`src/rtl/hood_pkg.sv`:
```
// Shared definitions for the hood front-end controller and the display stage.
package hood_pkg;

    typedef enum logic [1:0] {
        MODE_STANDBY = 2'd0,
        MODE_SELECT  = 2'd1,
        MODE_RUN     = 2'd2,
        MODE_CLEAN   = 2'd3
    } mode_t;

    localparam logic [1:0] LEVEL_MIN = 2'd1;
    localparam logic [1:0] LEVEL_MAX = 2'd3;

    localparam int unsigned SEC_W   = 10;
    localparam int unsigned LIGHT_W = 7;

    // One bit per button, listed from highest to lowest priority.
    typedef struct packed {
        logic power;
        logic menu;
        logic confirm;
        logic next;
    } btn_t;

    // Fan level step 1->2->3->1.
    function automatic logic [1:0] level_step(input logic [1:0] lvl);
        return (lvl >= LEVEL_MAX) ? LEVEL_MIN : lvl + 2'd1;
    endfunction

    // Status bar with the lowest 2*lvl segments lit.
    function automatic logic [LIGHT_W-1:0] light_bar(input logic [1:0] lvl);
        logic [LIGHT_W:0] ones;
        ones = ((LIGHT_W+1)'(1) << {lvl, 1'b0}) - (LIGHT_W+1)'(1);
        return ones[LIGHT_W-1:0];
    endfunction

endpackage

```
`src/rtl/btn_debounce.sv`:
```
// Push-button conditioner: 2-FF synchroniser, stability debouncer and
// single-cycle press pulse on the debounced rising edge.
module btn_debounce #(
    parameter int unsigned DB_CYC = 2_000_000
) (
    input  logic clk,
    input  logic rst_n,
    input  logic btn_raw,
    output logic level,
    output logic press
);

    localparam int unsigned CNT_W = (DB_CYC > 1) ? $clog2(DB_CYC) : 1;

    logic             sync1;
    logic             sync2;
    logic [CNT_W-1:0] cnt;

    // Synchronise, count stable cycles away from the accepted level, accept.
    always_ff @(posedge clk) begin
        if (!rst_n) begin
            sync1 <= 1'b0;
            sync2 <= 1'b0;
            cnt   <= '0;
            level <= 1'b0;
            press <= 1'b0;
        end else begin
            sync1 <= btn_raw;
            sync2 <= sync1;
            press <= 1'b0;
            if (sync2 == level) begin
                cnt <= '0;
            end else if (cnt == CNT_W'(DB_CYC - 1)) begin
                cnt   <= '0;
                level <= sync2;
                press <= sync2;
            end else begin
                cnt <= cnt + CNT_W'(1);
            end
        end
    end

endmodule

```
`src/rtl/hood_mode_ctrl.sv`:
```
// Hood front-end controller: buttons -> mode FSM, fan level, clean countdown,
// fan PWM and status bar.
// Optional macro HOOD_HOLD_POWER_EN: leaving an active mode needs power held
// for SEC_CYC cycles instead of a single press.
module hood_mode_ctrl
    import hood_pkg::*;
#(
    parameter int unsigned DB_CYC     = 2_000_000,
    parameter int unsigned SEC_CYC    = 100_000_000,
    parameter int unsigned CLEAN_SEC  = 180,
    parameter int unsigned PWM_PERIOD = 1000
) (
    input  logic               clk,
    input  logic               rst_n,
    input  logic               btn_power,
    input  logic               btn_menu,
    input  logic               btn_confirm,
    input  logic               btn_next,
    output logic [1:0]         mode,
    output logic [1:0]         level,
    output logic [SEC_W-1:0]   sec_left,
    output logic               pwm,
    output logic [LIGHT_W-1:0] light
);

    localparam int unsigned TICK_W = (SEC_CYC > 1) ? $clog2(SEC_CYC) : 1;
    localparam int unsigned DUTY_W = $clog2(PWM_PERIOD + 1);
    localparam int unsigned PCNT_W = $clog2(PWM_PERIOD);

    btn_t press_s;
    btn_t db_level;

    btn_debounce #(.DB_CYC(DB_CYC)) u_db_power (
        .clk(clk), .rst_n(rst_n), .btn_raw(btn_power),
        .level(db_level.power), .press(press_s.power)
    );
    btn_debounce #(.DB_CYC(DB_CYC)) u_db_menu (
        .clk(clk), .rst_n(rst_n), .btn_raw(btn_menu),
        .level(db_level.menu), .press(press_s.menu)
    );
    btn_debounce #(.DB_CYC(DB_CYC)) u_db_confirm (
        .clk(clk), .rst_n(rst_n), .btn_raw(btn_confirm),
        .level(db_level.confirm), .press(press_s.confirm)
    );
    btn_debounce #(.DB_CYC(DB_CYC)) u_db_next (
        .clk(clk), .rst_n(rst_n), .btn_raw(btn_next),
        .level(db_level.next), .press(press_s.next)
    );

    mode_t               state_q, state_d;
    logic [1:0]          level_q, level_d;
    logic [SEC_W-1:0]    sec_q, sec_d;
    logic [TICK_W-1:0]   tick_q, tick_d;
    logic [LIGHT_W-1:0]  light_q, light_d;
    logic [PCNT_W-1:0]   pcnt_q;
    logic                pwm_q;
    logic [DUTY_W-1:0]   duty_c;
    logic                power_off_c;
    logic                unused_levels;

`ifdef HOOD_HOLD_POWER_EN
    logic                hold_act_q;
    logic [TICK_W-1:0]   hold_cnt_q;

    // Power-off fires once an armed power hold has lasted SEC_CYC cycles.
    assign power_off_c   = hold_act_q && db_level.power &&
                           (hold_cnt_q == TICK_W'(SEC_CYC - 1));
    assign unused_levels = ^{db_level.menu, db_level.confirm, db_level.next};

    // Arm on a power press in an active mode; drop when the button is released.
    always_ff @(posedge clk) begin
        if (!rst_n) begin
            hold_act_q <= 1'b0;
            hold_cnt_q <= '0;
        end else if (!db_level.power || state_q == MODE_STANDBY) begin
            hold_act_q <= 1'b0;
            hold_cnt_q <= '0;
        end else if (press_s.power) begin
            hold_act_q <= 1'b1;
            hold_cnt_q <= '0;
        end else if (hold_act_q && !power_off_c) begin
            hold_cnt_q <= hold_cnt_q + TICK_W'(1);
        end
    end
`else
    assign power_off_c   = press_s.power;
    assign unused_levels = ^db_level;
`endif

    // State, level, countdown and status-bar registers.
    always_ff @(posedge clk) begin
        if (!rst_n) begin
            state_q <= MODE_STANDBY;
            level_q <= LEVEL_MIN;
            sec_q   <= '0;
            tick_q  <= '0;
            light_q <= '0;
        end else begin
            state_q <= state_d;
            level_q <= level_d;
            sec_q   <= sec_d;
            tick_q  <= tick_d;
            light_q <= light_d;
        end
    end

    // Next-state logic; presses are taken in priority power > menu > confirm > next.
    always_comb begin
        state_d = state_q;
        level_d = level_q;
        sec_d   = sec_q;
        tick_d  = tick_q;
        case (state_q)
            MODE_STANDBY: begin
                if (press_s.power) state_d = MODE_SELECT;
            end
            MODE_SELECT: begin
                if (power_off_c) begin
                    state_d = MODE_STANDBY;
                end else if (press_s.menu) begin
                    state_d = MODE_CLEAN;
                    sec_d   = SEC_W'(CLEAN_SEC);
                    tick_d  = '0;
                end else if (press_s.confirm) begin
                    state_d = MODE_RUN;
                end else if (press_s.next) begin
                    level_d = level_step(level_q);
                end
            end
            MODE_RUN: begin
                if (power_off_c) begin
                    state_d = MODE_STANDBY;
                end else if (press_s.menu) begin
                    state_d = MODE_SELECT;
                end else if (press_s.next) begin
                    level_d = level_step(level_q);
                end
            end
            MODE_CLEAN: begin
                if (power_off_c) begin
                    state_d = MODE_STANDBY;
                    sec_d   = '0;
                end else if (press_s.menu) begin
                    state_d = MODE_SELECT;
                    sec_d   = '0;
                end else if (tick_q == TICK_W'(SEC_CYC - 1)) begin
                    tick_d = '0;
                    sec_d  = (sec_q == '0) ? '0 : sec_q - SEC_W'(1);
                    if (sec_q <= SEC_W'(1)) state_d = MODE_SELECT;
                end else begin
                    tick_d = tick_q + TICK_W'(1);
                end
            end
            default: state_d = MODE_STANDBY;
        endcase
        light_d = (state_d == MODE_RUN) ? light_bar(level_d) : '0;
    end

    // Fan duty from the current mode and level.
    always_comb begin
        duty_c = '0;
        case (state_q)
            MODE_RUN:   duty_c = DUTY_W'(level_q) * DUTY_W'(PWM_PERIOD / 4);
            MODE_CLEAN: duty_c = DUTY_W'(PWM_PERIOD);
            default:    duty_c = '0;
        endcase
    end

    // Free-running PWM counter and registered compare.
    always_ff @(posedge clk) begin
        if (!rst_n) begin
            pcnt_q <= '0;
            pwm_q  <= 1'b0;
        end else begin
            pcnt_q <= (pcnt_q == PCNT_W'(PWM_PERIOD - 1)) ? '0 : pcnt_q + PCNT_W'(1);
            pwm_q  <= (DUTY_W'(pcnt_q) < duty_c);
        end
    end

    assign mode     = state_q;
    assign level    = level_q;
    assign sec_left = sec_q;
    assign light    = light_q;
    assign pwm      = pwm_q;

endmodule
```
`config.mk`:
```
export PLATFORM = sky130hd
export DESIGN_NAME = hood_mode_ctrl
export DESIGN_NICKNAME = d
export VERILOG_FILES = /design/src/rtl/hood_pkg.sv /design/src/rtl/btn_debounce.sv /design/src/rtl/hood_mode_ctrl.sv
export SDC_FILE = /design/constraint.sdc
export NUM_CORES = 1
export LEC_CHECK = 0
export ABC_CLOCK_PERIOD_IN_PS = 7000
export CORE_MARGIN = 4
export CORE_UTILIZATION = 50
export DETAILED_ROUTE_END_ITERATION = 10
export MAX_ROUTING_LAYER = met4
export PLACE_DENSITY = 0.75
export SLEW_MARGIN = 25
export SYNTH_ARGS = -nofsm -noshare
export SYNTH_HDL_FRONTEND = slang
export SYNTH_SLANG_ARGS = --single-unit
```
`constraint.sdc`:
```
create_clock -name clk -period 7 [get_ports clk]
set_input_delay 0.7 -clock clk [delete_from_list [all_inputs] [get_ports clk]]
set_output_delay 0.7 -clock clk [all_outputs]
set_load 0.05 [all_outputs]
```
==> results of run 1 <==
-- synthesized netlist by cell type (17+ instances only) --
| cell type | n | area (µm²) |
|---|---|---|
| a21oi_1 | 21 | 105 |
| clkbuf_1 | 24 | 90.1 |
| dfxtp_1 | 156 | 3120 |
| ha_1 | 26 | 325 |
| inv_1 | 28 | 105 |
| nand2_1 | 54 | 203 |
| nand3_1 | 55 | 275 |
| nand4_1 | 39 | 244 |
| nor2_1 | 152 | 571 |
| nor3_1 | 17 | 85.1 |
| nor4_1 | 23 | 144 |
| xnor2_1 | 44 | 385 |
| xor2_1 | 61 | 534 |
-- logic make-up after synthesis --
| kind of cell | after synthesis |
|---|---|
| mux | 3 |
| buf+inv | 61 |
| simple gates | 436 |
| fa+ha+maj | 26 |
| xor+xnor | 105 |
| flops | 156 |
| compound gates | 89 |
| other cells | 1 |
-- area by class of cell --
| type | count | area share |
|---|---|---|
| clock buffers | 21 | 0.0529 |
| clock inverters | 11 | 0.0197 |
| inverters | 28 | 0.0123 |
| multi-input cells | 660 | 0.487 |
| flip-flops and latches | 156 | 0.367 |
| well taps | 184 | 0.0270 |
| repair buffers | 30 | 0.0341 |
-- layer usage --
| metal | global-route usage | routed length [µm] | vias up | part of all wire |
|---|---|---|---|---|
| met3 | 0.0386 | 559 | 21 | 0.037 |
| met2 | 0.292 | 6840 | 104 | 0.45 |
| met1 | 0.254 | 7480 | 2841 | 0.49 |
| li1 | - | - | 3114 | - |
| met4 | 0.0635 | 233 | 0 | 0.015 |
| met5 | - | 0 | - | 0 |
-- path summary, 6_finish.rpt --
check	depth (start not counted)	start	endpoint
max	6	tick_q[16]	tick_q[17]
min	1	u_db_menu.sync1	u_db_menu.sync2
max reg2reg	6	tick_q[16]	tick_q[17]
min reg2reg	1	u_db_menu.sync1	u_db_menu.sync2
-- state kept, by name, indices dropped and copies added, names as in the netlist, 2 cells and up --
signal / cells
u_db_menu.cnt: 21
tick_q: 27
u_db_confirm.cnt: 21
mode: 2
u_db_power.cnt: 21
pcnt_q: 10
level: 2
u_db_next.cnt: 21
sec_left: 10
light: 4
-- stage by stage --
stage / area (µm²) / worst slack [ns] / power (mW) / instances
floorplan: 7510 / 4.41 / 0.933 / 877
global placement: 7890 / 4.19 / 0.940 / 1058
detailed placement: 7890 / 4.14 / 0.941 / 1058
CTS: 8510 / 4.25 / 1.90 / 1090
global route: 8510 / 4.03 / 1.94 / 1090
finish: 8510 / 4.25 / 1.88 / 1090
-- power groups by stage --
stage	clock [mW]	combinational, mW	sequential (mW)
2_1_floorplan	0	0.0177	0.915
3_3_place_gp	0	0.0252	0.915
3_5_place_dp	0	0.0253	0.915
4_1_cts	0.979	0.0255	0.896
5_1_grt	1.02	0.0282	0.896
6_report	0.962	0.0252	0.896
==> summary.md, run 1 <==
| Metric | Value |
|---|---|
| Status | `completed` |
| Mean post-synth cell area | `8.57 µm²` |
| # Post-CTS Setup Buffers | `0` |
| Psw | `0.377 mW` |
| Clk Tree Root Cell | `clkbuf_16` |
| Setup CP Type | `reg -> reg` |
| RSZ-0062 raised after global routing | `false` |
| Post-Synth Simple-Gate Area | `0.299` |
| Combinational power share | `0.013` |
| Clk Latency, worst-skew pair | `0.42 ns` |
| Iter 0 DRT Violations | `351` |
| Initial Util | `0.513` |
| Post-route minimum period | `2.75 ns` |
| Boundary Pins | `28` |
| Max-Cap Viols | `0` |
| Main combinational cell family by area after synthesis | `simple AND/OR/NAND/NOR gates` |
| R2r setup slk | `4.25 ns` |
| Internal power | `1.51 mW` |
| Die area | `0.0170 mm²` |
| Cell family with most CP delay | `compound AO/OA/AOI/OAI gates` |
| Standard-cell rows | `44` |
| Power Density | `221 mW/mm²` |
| Final Util | `0.581` |
| Period utilization | `0.393` |
| Slew HR | `0.431` |
| Die X-Extent | `131 µm` |
| Fillers | `1,258` |
| GRT overflow | `0` |
| H-tree levels | `4` |
| Post-DP HPWL | `10.2 mm` |
| Worst EP arrival | `3.05 ns` |
| Startpoint Class | `flip-flop` |
| Sequential cell area | `0.00312 mm²` |
| Switching Fraction | `0.200` |
| Via density | `5.58` |
| CTS Buffer Depth | `2` |
| Netlist cell types | `71` |
| Max Slew Vio Count | `0` |
| Post-CTS Resized | `0` |
| Xor and xnor area share after synthesis | `0.122` |
| Final hold vios | `0` |
| CP max-delay cell | `o21ai_1` |
| Clk_skew | `0.00480 ns` |
| Clock slew at reported path FFs | `0.06 ns` |
| CP peak stage delay | `0.67 ns` |
| Largest net degree at the start of global routing | `38` |
| Drt wl/cell | `13.9 µm` |
| Crit path capture type | `flip-flop` |
| Syn Inst Count | `877` |
| Residual DRC count | `0` |
| First-pass GRT wire length | `26.0 mm` |
| First drt pass iteration count | `5` |
| Synth async-reset ratio | `0` |
| WP buf/inv | `1` |
| Peak VDD IR | `136 µV` |
| CTS tree | `done` |
| Inserted Clock Buffers | `17` |
| Compound-Gate Fraction of Synth Area | `0.0814` |
| Worst Tran Pin Value | `0.851 ns` |
| Input/output buffers | `26` |
| Mux cell area share after synthesis | `0.00400` |
| Core Box Area | `0.0146 mm²` |
| Pleak | `2.82 nW` |
| Via count | `6,080` |
| Setup_tns | `0 ns` |
| Clock power share | `0.511` |
| Crit-path cells | `or4b_2, nor4_4, a31oi_1, o21ai_1, buf_4, a21oi_1` |
| Clock Sinks | `156` |
| Footprint of the multi-input gates | `0.00415 mm²` |
| Mapped cell area | `0.00751 mm²` |
| CTS Hold Bufs | `0` |
| Synth Net Count | `909` |
| Sequential Power Share | `0.476` |
| Initial antenna violation count | `0` |
| Drt total wl | `15.1 mm` |
| WHS | `0.430 ns` |
| Maximum clock frequency | `364 MHz` |
| #FFs+latches synth | `156` |
| Critical Path RT | `7.30 ns` |
| Main synth FF type | `dfxtp_1` |
| Tightest Hold Check Type | `reg -> reg` |
| Endpoints failing setup | `0` |
| EDFF count, synth | `0` |
| Area Overhead vs Synth | `13.3%` |
| Nets | `925` |
| Gpl congestion | `0.873` |
| Sequential fraction of the synthesis area | `0.416` |
| Synth Warn # | `0` |
| Layout cells sized above 1 | `0.0585` |
| Most frequent cells in the layout | `156 x dfxtp_1, 152 x nor2_1, 61 x xor2_1` |
| Adder-cell share of the synthesized area | `0.0433` |
| Vias in the first global route | `5,631` |
| Crit Path Max Fanout | `12` |
| Die H | `131 µm` |
| GRT Total Usage | `0.191` |
| Antenna cells | `0` |
| Post-route ant nets | `0` |
| Most common cell after layout, fill and taps aside | `dfxtp_1` |
Power figures use the tool's default switching activity.
==> run 2, diff against run 1 <==
--- a/config.mk
+++ b/config.mk
@@ -5,12 +5,12 @@
 export SDC_FILE = /design/constraint.sdc
 export NUM_CORES = 1
 export LEC_CHECK = 0
-export ABC_CLOCK_PERIOD_IN_PS = 7000
+export ABC_CLOCK_PERIOD_IN_PS = 2300
 export CORE_MARGIN = 4
 export CORE_UTILIZATION = 50
 export DETAILED_ROUTE_END_ITERATION = 10
 export MAX_ROUTING_LAYER = met4
-export PLACE_DENSITY = 0.75
+export PLACE_DENSITY = 0.78
 export SLEW_MARGIN = 25
 export SYNTH_ARGS = -nofsm -noshare
 export SYNTH_HDL_FRONTEND = slang
==> constraint.sdc (replaced) <==
create_clock -name clk -period 2.3 [get_ports clk]
set_input_delay 0.23 -clock clk [delete_from_list [all_inputs] [get_ports clk]]
set_output_delay 0.23 -clock clk [all_outputs]
set_load 0.05 [all_outputs]
==> run 2 against run 1 <==
Against the previous run: sequential share of layout area decreased by 1.6 points; highest routed layer unchanged; hold slack got worse by 0.048 ns; largest cell class unchanged; final area increased by 5.4%.
==> summary.md, run 2 (synthesized netlist as in run 1, its figures left out) <==
| Metric | Value |
|---|---|
| Most common cell after layout, fill and taps aside | `nor2_1` |
| GRT overflow | `0 (unchanged)` |
| Area Overhead vs Synth | `19.4%` |
| Setup_tns | `0 ns (unchanged)` |
| Tightest Hold Check Type | `in -> reg` |
| Pleak | `3.09 nW (+9.7%)` |
| Boundary Pins | `28 (unchanged)` |
| Initial antenna violation count | `1 (+1)` |
| CTS tree | `done` |
| Inserted Clock Buffers | `17 (unchanged)` |
| Clk_skew | `0.0111 ns (+0.00627 ns)` |
| Maximum clock frequency | `449 MHz (+23%)` |
| Crit path capture type | `flip-flop` |
| Power Total | `5.58 mW (+200%)` |
| Most frequent cells in the layout | `151 x nor2_1, 145 x dfxtp_1, 61 x xor2_1` |
| CP max-delay cell | `or4_2` |
| Critical R2R Capture | `sec_left[9]` |
| Die X-Extent | `131 µm (unchanged)` |
| Pre-CTS setup slack | `0.0700 ns (-4.07 ns)` |
| Post-route cell area | `0.00897 mm² (+5.4%)` |
| Status | `completed` |
| Most flops, register | `tick_q` |
| GRT Total Usage | `0.201 (+0.0105)` |
| Post-route minimum period | `2.23 ns (-0.521 ns)` |
| Max reg flops | `27 (unchanged)` |
| Worst r2r src | `sec_left[3]` |
| Post-DP HPWL | `11.3 mm (+11%)` |
| Final hold vios | `0 (unchanged)` |
| Core Box Area | `0.0146 mm² (unchanged)` |
| CP endpoint | `sec_left[9]` |
| Clk Tree Root Cell | `clkbuf_16` |
| Residual DRC count | `0 (unchanged)` |
| Max Slew Vio Count | `0 (unchanged)` |
| Via density | `5.56 (-0.41%)` |
| CP peak stage delay | `0.63 ns (-0.04 ns)` |
| Reg2Reg Depth | `6 (unchanged)` |
| First drt pass iteration count | `5 (unchanged)` |
| Worst EP arrival | `2.56 ns (-0.49 ns)` |
| Fillers | `1,252 (-0.48%)` |
| Critical Path RT | `2.63 ns (-4.67 ns)` |
| WHS | `0.382 ns (-0.0479 ns)` |
| Drt wl/cell | `14.1 µm (+1.9%)` |
| Die H | `131 µm (unchanged)` |
| Power Density | `622 mW/mm² (+180%)` |
| Max-Cap Viols | `0 (unchanged)` |
| Start point of the critical path | `sec_left[3]` |
| Period utilization | `0.969 (+0.576)` |
| CTS Buffer Depth | `2 (unchanged)` |
| Input/output buffers | `26 (unchanged)` |
| Setup CP Type | `reg -> reg` |
| Endpoints failing setup | `0 (unchanged)` |
| Peak VDD IR | `596 µV (+340%)` |
| Placed Instances | `1,108 (+4.7%)` |
| Crit Path Max Fanout | `6 (-6)` |
| Die area | `0.0170 mm² (unchanged)` |
| Gpl congestion | `0.954 (+9.3%)` |
| Nets | `976 (+5.5%)` |
| R2r setup slk | `0.07 ns (-4.18 ns)` |
| Hold path start | `btn_next` |
| Initial Util | `0.513 (unchanged)` |
| Crit-path cells | `or4_1, buf_4, or4_2, nand4_1, o31ai_1, a31o_2` |
| Worst Tran Pin Value | `0.947 ns (+0.0955 ns)` |
| Drt total wl | `16.1 mm (+6.8%)` |
| Placed Instance Area | `0.00831 mm² (+5.4%)` |
| Via count | `6,344 (+4.3%)` |
| Clock Sinks | `156 (unchanged)` |
| H-tree levels | `4 (unchanged)` |
| CTS Hold Bufs | `0 (unchanged)` |
| Final Util | `0.613 (+0.0313)` |
| Slew HR | `0.363 (-0.0675)` |
| Largest net degree at the start of global routing | `24 (-37%)` |
| Vias in the first global route | `5,932 (+5.3%)` |
| Fin cells | `1,142 (+4.8%)` |
| Iter 0 DRT Violations | `371 (+5.7%)` |
| Clk Latency, worst-skew pair | `0.43 ns (about the same)` |
| Setup slack after layout | `0.0704 ns (-4.18 ns)` |
| Standard-cell rows | `44 (unchanged)` |
| Startpoint Class | `flip-flop` |
| First-pass GRT wire length | `27.4 mm (+5.5%)` |
| Clock slew at reported path FFs | `0.07 ns (about the same)` |
| Post-route ant nets | `0 (unchanged)` |
| Layout cells sized above 1 | `0.127 (+0.0690)` |
-- run 2: cell types whose count changed in the layout (fill, tap and decap cells not counted), sizes merged --
cell,before,now
buf,4,55
inv,28,35
bufinv,4,0
clkbuf,21,17
clkinv,5,6
diode,0,1
-- run 2: per-layer routing --
layer | vias to the layer above | GRT usage | part of all wire
met5 | - | - | 0
met4 | 0 | 0.0647 | 0.020
met3 | 25 | 0.0472 | 0.047
met2 | 152 | 0.309 | 0.46
met1 | 2945 | 0.264 | 0.47
li1 | 3222 | - | -
-- run 2: cell type report --
type	instances	area, µm²	share of cell area
Antenna cell	1	2.50	0.000279
Tap cell	184	230	0.0257
Inverter	28	105	0.0117
Multi-Input combinational cell	660	4190	0.467
Timing Repair Buffer	81	698	0.0778
Sequential cell	156	3150	0.351
Clock buffer	17	425	0.0474
Clock inverter	15	171	0.0191
-- run 2: worst min-delay path by stage --
stage / to / cells after the start
floorplan: u_db_confirm.sync1 / 1
global placement: u_db_confirm.sync2 / 1
detailed placement: u_db_confirm.sync2 / 1
CTS: u_db_menu.sync1 / 2
global route: u_db_power.sync1 / 2
finish: u_db_next.sync1 / 2
-- run 2: worst max-delay path, delay by kind of cell (launching register included) --
kind                   cells  cell delay [ns]
AOI/OAI and AO/OA          2             0.29
buffers and inverters      1             0.18
and+or+nand+nor            3             1.30
DFF                        1             0.36
-- run 2: report_power, final --
part           leakage, nW  internal (mW)  switching [mW]
Combinational         1.54         0.0329          0.0535
Sequential            1.26           2.71          0.0105
Clock                0.283           1.46            1.32
-- run 2: what timing repair did --
item,CTS,global route
resized for setup,0,13
setup buffers,0,1
endpoints found under the setup margin,0,10
==> run 3, diff against run 2 <==
--- a/config.mk
+++ b/config.mk
@@ -9,9 +9,10 @@
 export CORE_MARGIN = 4
 export CORE_UTILIZATION = 50
 export DETAILED_ROUTE_END_ITERATION = 10
+export DONT_BUFFER_PORTS = 1
 export MAX_ROUTING_LAYER = met4
-export PLACE_DENSITY = 0.78
-export SLEW_MARGIN = 25
+export PLACE_DENSITY = 0.76
+export SLEW_MARGIN = 30
 export SYNTH_ARGS = -nofsm -noshare
 export SYNTH_HDL_FRONTEND = slang
 export SYNTH_SLANG_ARGS = --single-unit
==> run 3 against run 2 <==
Against the previous run: sequential power about the same; critical path depth did not move; cell count rose by 0.61%; hold slack lost 0.36 ns; largest power group unchanged; core utilization shrank 0.26 points.
==> summary.md, run 3 (synthesized netlist as in run 1, its figures left out) <==
| Metric | Value |
|---|---|
| Status | `completed` |
| Area Overhead vs Synth | `18.9%` |
| Slew HR | `0.354 (-0.00971)` |
| Nets | `984 (+0.82%)` |
| Max Slew Vio Count | `0 (unchanged)` |
| Iter 0 DRT Violations | `411 (+11%)` |
| Die area | `0.0170 mm² (unchanged)` |
| WHS | `0.0179 ns (-0.364 ns)` |
| Crit Path Max Fanout | `7 (+1)` |
| Via density | `5.60 (+0.75%)` |
| Tightest Hold Check Type | `in -> reg` |
| Via count | `6,431 (+1.4%)` |
| Startpoint Class | `flip-flop` |
| Pleak | `3.16 nW (+2.2%)` |
| Pre-CTS setup slack | `-0.177 ns (-0.247 ns)` |
| Clk Tree Root Cell | `clkbuf_16` |
| Gpl congestion | `0.926 (-2.9%)` |
| Input/output buffers | `0 (-100%)` |
| Setup CP Type | `reg -> reg` |
| Setup slack after layout | `0.0307 ns (-0.0397 ns)` |
| CP peak stage delay | `0.55 ns (-0.08 ns)` |
| First-pass GRT wire length | `28.8 mm (+5.3%)` |
| Endpoints failing setup | `0 (unchanged)` |
| Largest net degree at the start of global routing | `24 (unchanged)` |
| Setup_tns | `0 ns (unchanged)` |
| Initial antenna violation count | `0 (-1)` |
| Residual DRC count | `0 (unchanged)` |
| Antenna cells | `0 (-1)` |
| Drt wl/cell | `14.5 µm (+2.9%)` |
| Crit path capture type | `flip-flop` |
| Critical Path RT | `2.59 ns (-0.04 ns)` |
| Post-DP HPWL | `11.4 mm (+0.30%)` |
| Core Box Area | `0.0146 mm² (unchanged)` |
| First drt pass iteration count | `5 (unchanged)` |
| Clock power share | `0.493 (-0.004)` |
| Most common cell after layout, fill and taps aside | `nor2_1` |
| Boundary Pins | `28 (unchanged)` |
| CTS tree | `done` |
| GRT Total Usage | `0.214 (+0.0130)` |
| Crit-path cells | `or4b_4, nor4_4, a31oi_2, buf_6, o311ai_0, o21ai_0` |
| Die H | `131 µm (unchanged)` |
| Internal power | `4.28 mW (+2.0%)` |
| Clk Latency, worst-skew pair | `0.43 ns (about the same)` |
| Max-Cap Viols | `0 (unchanged)` |
| Standard-cell rows | `44 (unchanged)` |
| Most flops, register | `tick_q` |
| Final Util | `0.610 (-0.00265)` |
| Clk_skew | `0.00705 ns (-0.00403 ns)` |
| Stages on the worst setup path | `6 (unchanged)` |
| Vias in the first global route | `6,166 (+3.9%)` |
| Maximum clock frequency | `441 MHz (-1.7%)` |
| Worst EP arrival | `2.56 ns (about the same)` |
| Power Density | `620 mW/mm² (-0.34%)` |
| Fin cells | `1,149 (+0.61%)` |
| WP buf/inv | `1 (unchanged)` |
| Post-route minimum period | `2.27 ns (+0.0397 ns)` |
| Most frequent cells in the layout | `152 x nor2_1, 144 x dfxtp_1, 80 x buf_4` |
| Period utilization | `0.987 (+0.0173)` |
| Reg2Reg Depth | `6 (unchanged)` |
| CTS Buffer Depth | `2 (unchanged)` |
| Layout cells sized above 1 | `0.155 (+0.0280)` |
| Clock Sinks | `156 (unchanged)` |
| CP max-delay cell | `or4b_4` |
| Final hold vios | `0 (unchanged)` |
| Worst hold path cell count | `2 (unchanged)` |
| Initial Util | `0.513 (unchanged)` |
| Placed Instances | `1,106 (-0.18%)` |
| Cell family with most CP delay | `simple AND/OR/NAND/NOR gates` |
| Peak VDD IR | `620 µV (+4.0%)` |
| Clock slew at reported path FFs | `0.06 ns (about the same)` |
| Switching Fraction | `0.226 (-0.0210)` |
| Worst Tran Pin Value | `0.966 ns (+0.0195 ns)` |
| GRT overflow | `0 (unchanged)` |
| Psw | `1.25 mW (-9.2%)` |
| Post-route ant nets | `0 (unchanged)` |
| Drt total wl | `16.7 mm (+3.5%)` |
| Combinational power share | `0.015 (about the same)` |
| Inserted Clock Buffers | `17 (unchanged)` |
| Die X-Extent | `131 µm (unchanged)` |
| Sequential Power Share | `0.492 (+0.005)` |
| H-tree levels | `4 (unchanged)` |
| Max reg flops | `27 (unchanged)` |
## run 3: changes by cell type in the layout (fill, tap and decap cells not counted), moves of 2 or more
cell / previous run / this run
or4_4: 1 / 3
buf_4: 53 / 80
o311ai_1: 2 / 0
dlygate4sd3_1: 0 / 7
clkinv_2: 0 / 3
or4_1: 3 / 1
clkdlybuf4s50_1: 26 / 0
clkinv_8: 5 / 0
o311ai_0: 1 / 3
## run 3: per-stage QoR
| step | area [µm²] | power (mW) |
|---|---|---|
| after floorplan | 7540 | 2.84 |
| after global placement | 8220 | 2.85 |
| after detailed placement | 8220 | 2.85 |
| after CTS | 8860 | 5.57 |
| after global routing | 8930 | 5.72 |
| final | 8930 | 5.54 |
## run 3: metal layers
metal,global-route usage,up-vias,share of wire
met3,0.0488,30,0.060
met4,0.0702,0,0.019
met5,-,-,0
met2,0.328,181,0.46
li1,-,3226,-
met1,0.282,2994,0.47
## run 3: worst reg2reg max path: cells and delay by family, from the launching register on
kind,cells,cell delay [ns]
buffers and inverters,1,0.18
AO/OA/AOI/OAI,3,0.66
AND/OR/NAND/NOR,2,0.98
flip-flops,1,0.31
## run 3: worst paths after layout
check,start,to,slack [ns]
min reg2reg,pcnt_q[0],pcnt_q[0],0.46
max reg2reg,tick_q[8],sec_left[3],0.03
max,tick_q[8],sec_left[3],0.03
min,rst_n,sec_left[8],0.02
## run 3: power by group through the flow
stage | registers, mW | logic [mW] | clock network, mW
after floorplan | 2.78 | 0.0539 | 0
after global placement | 2.78 | 0.0637 | 0
after detailed placement | 2.78 | 0.0646 | 0
after CTS | 2.72 | 0.0807 | 2.76
after global routing | 2.72 | 0.0946 | 2.90
final | 2.72 | 0.0845 | 2.73
## run 3: what timing repair did
action	CTS	global route
hold buffers	6	1
hold endpoints to repair	21	1
pin swaps	0	2
setup buffers	0	4
gates resized for setup	2	10
endpoints found under the setup margin	1	12
## run 3: final cells by class
type / instances / area (µm²)
multi-input combinational: 660 / 4170
fill: 1258 / 5710
tap: 184 / 230
sequential: 156 / 3150
clock inverter: 14 / 134
timing repair buffer: 89 / 702
clock buffer: 18 / 439
inverter: 28 / 105
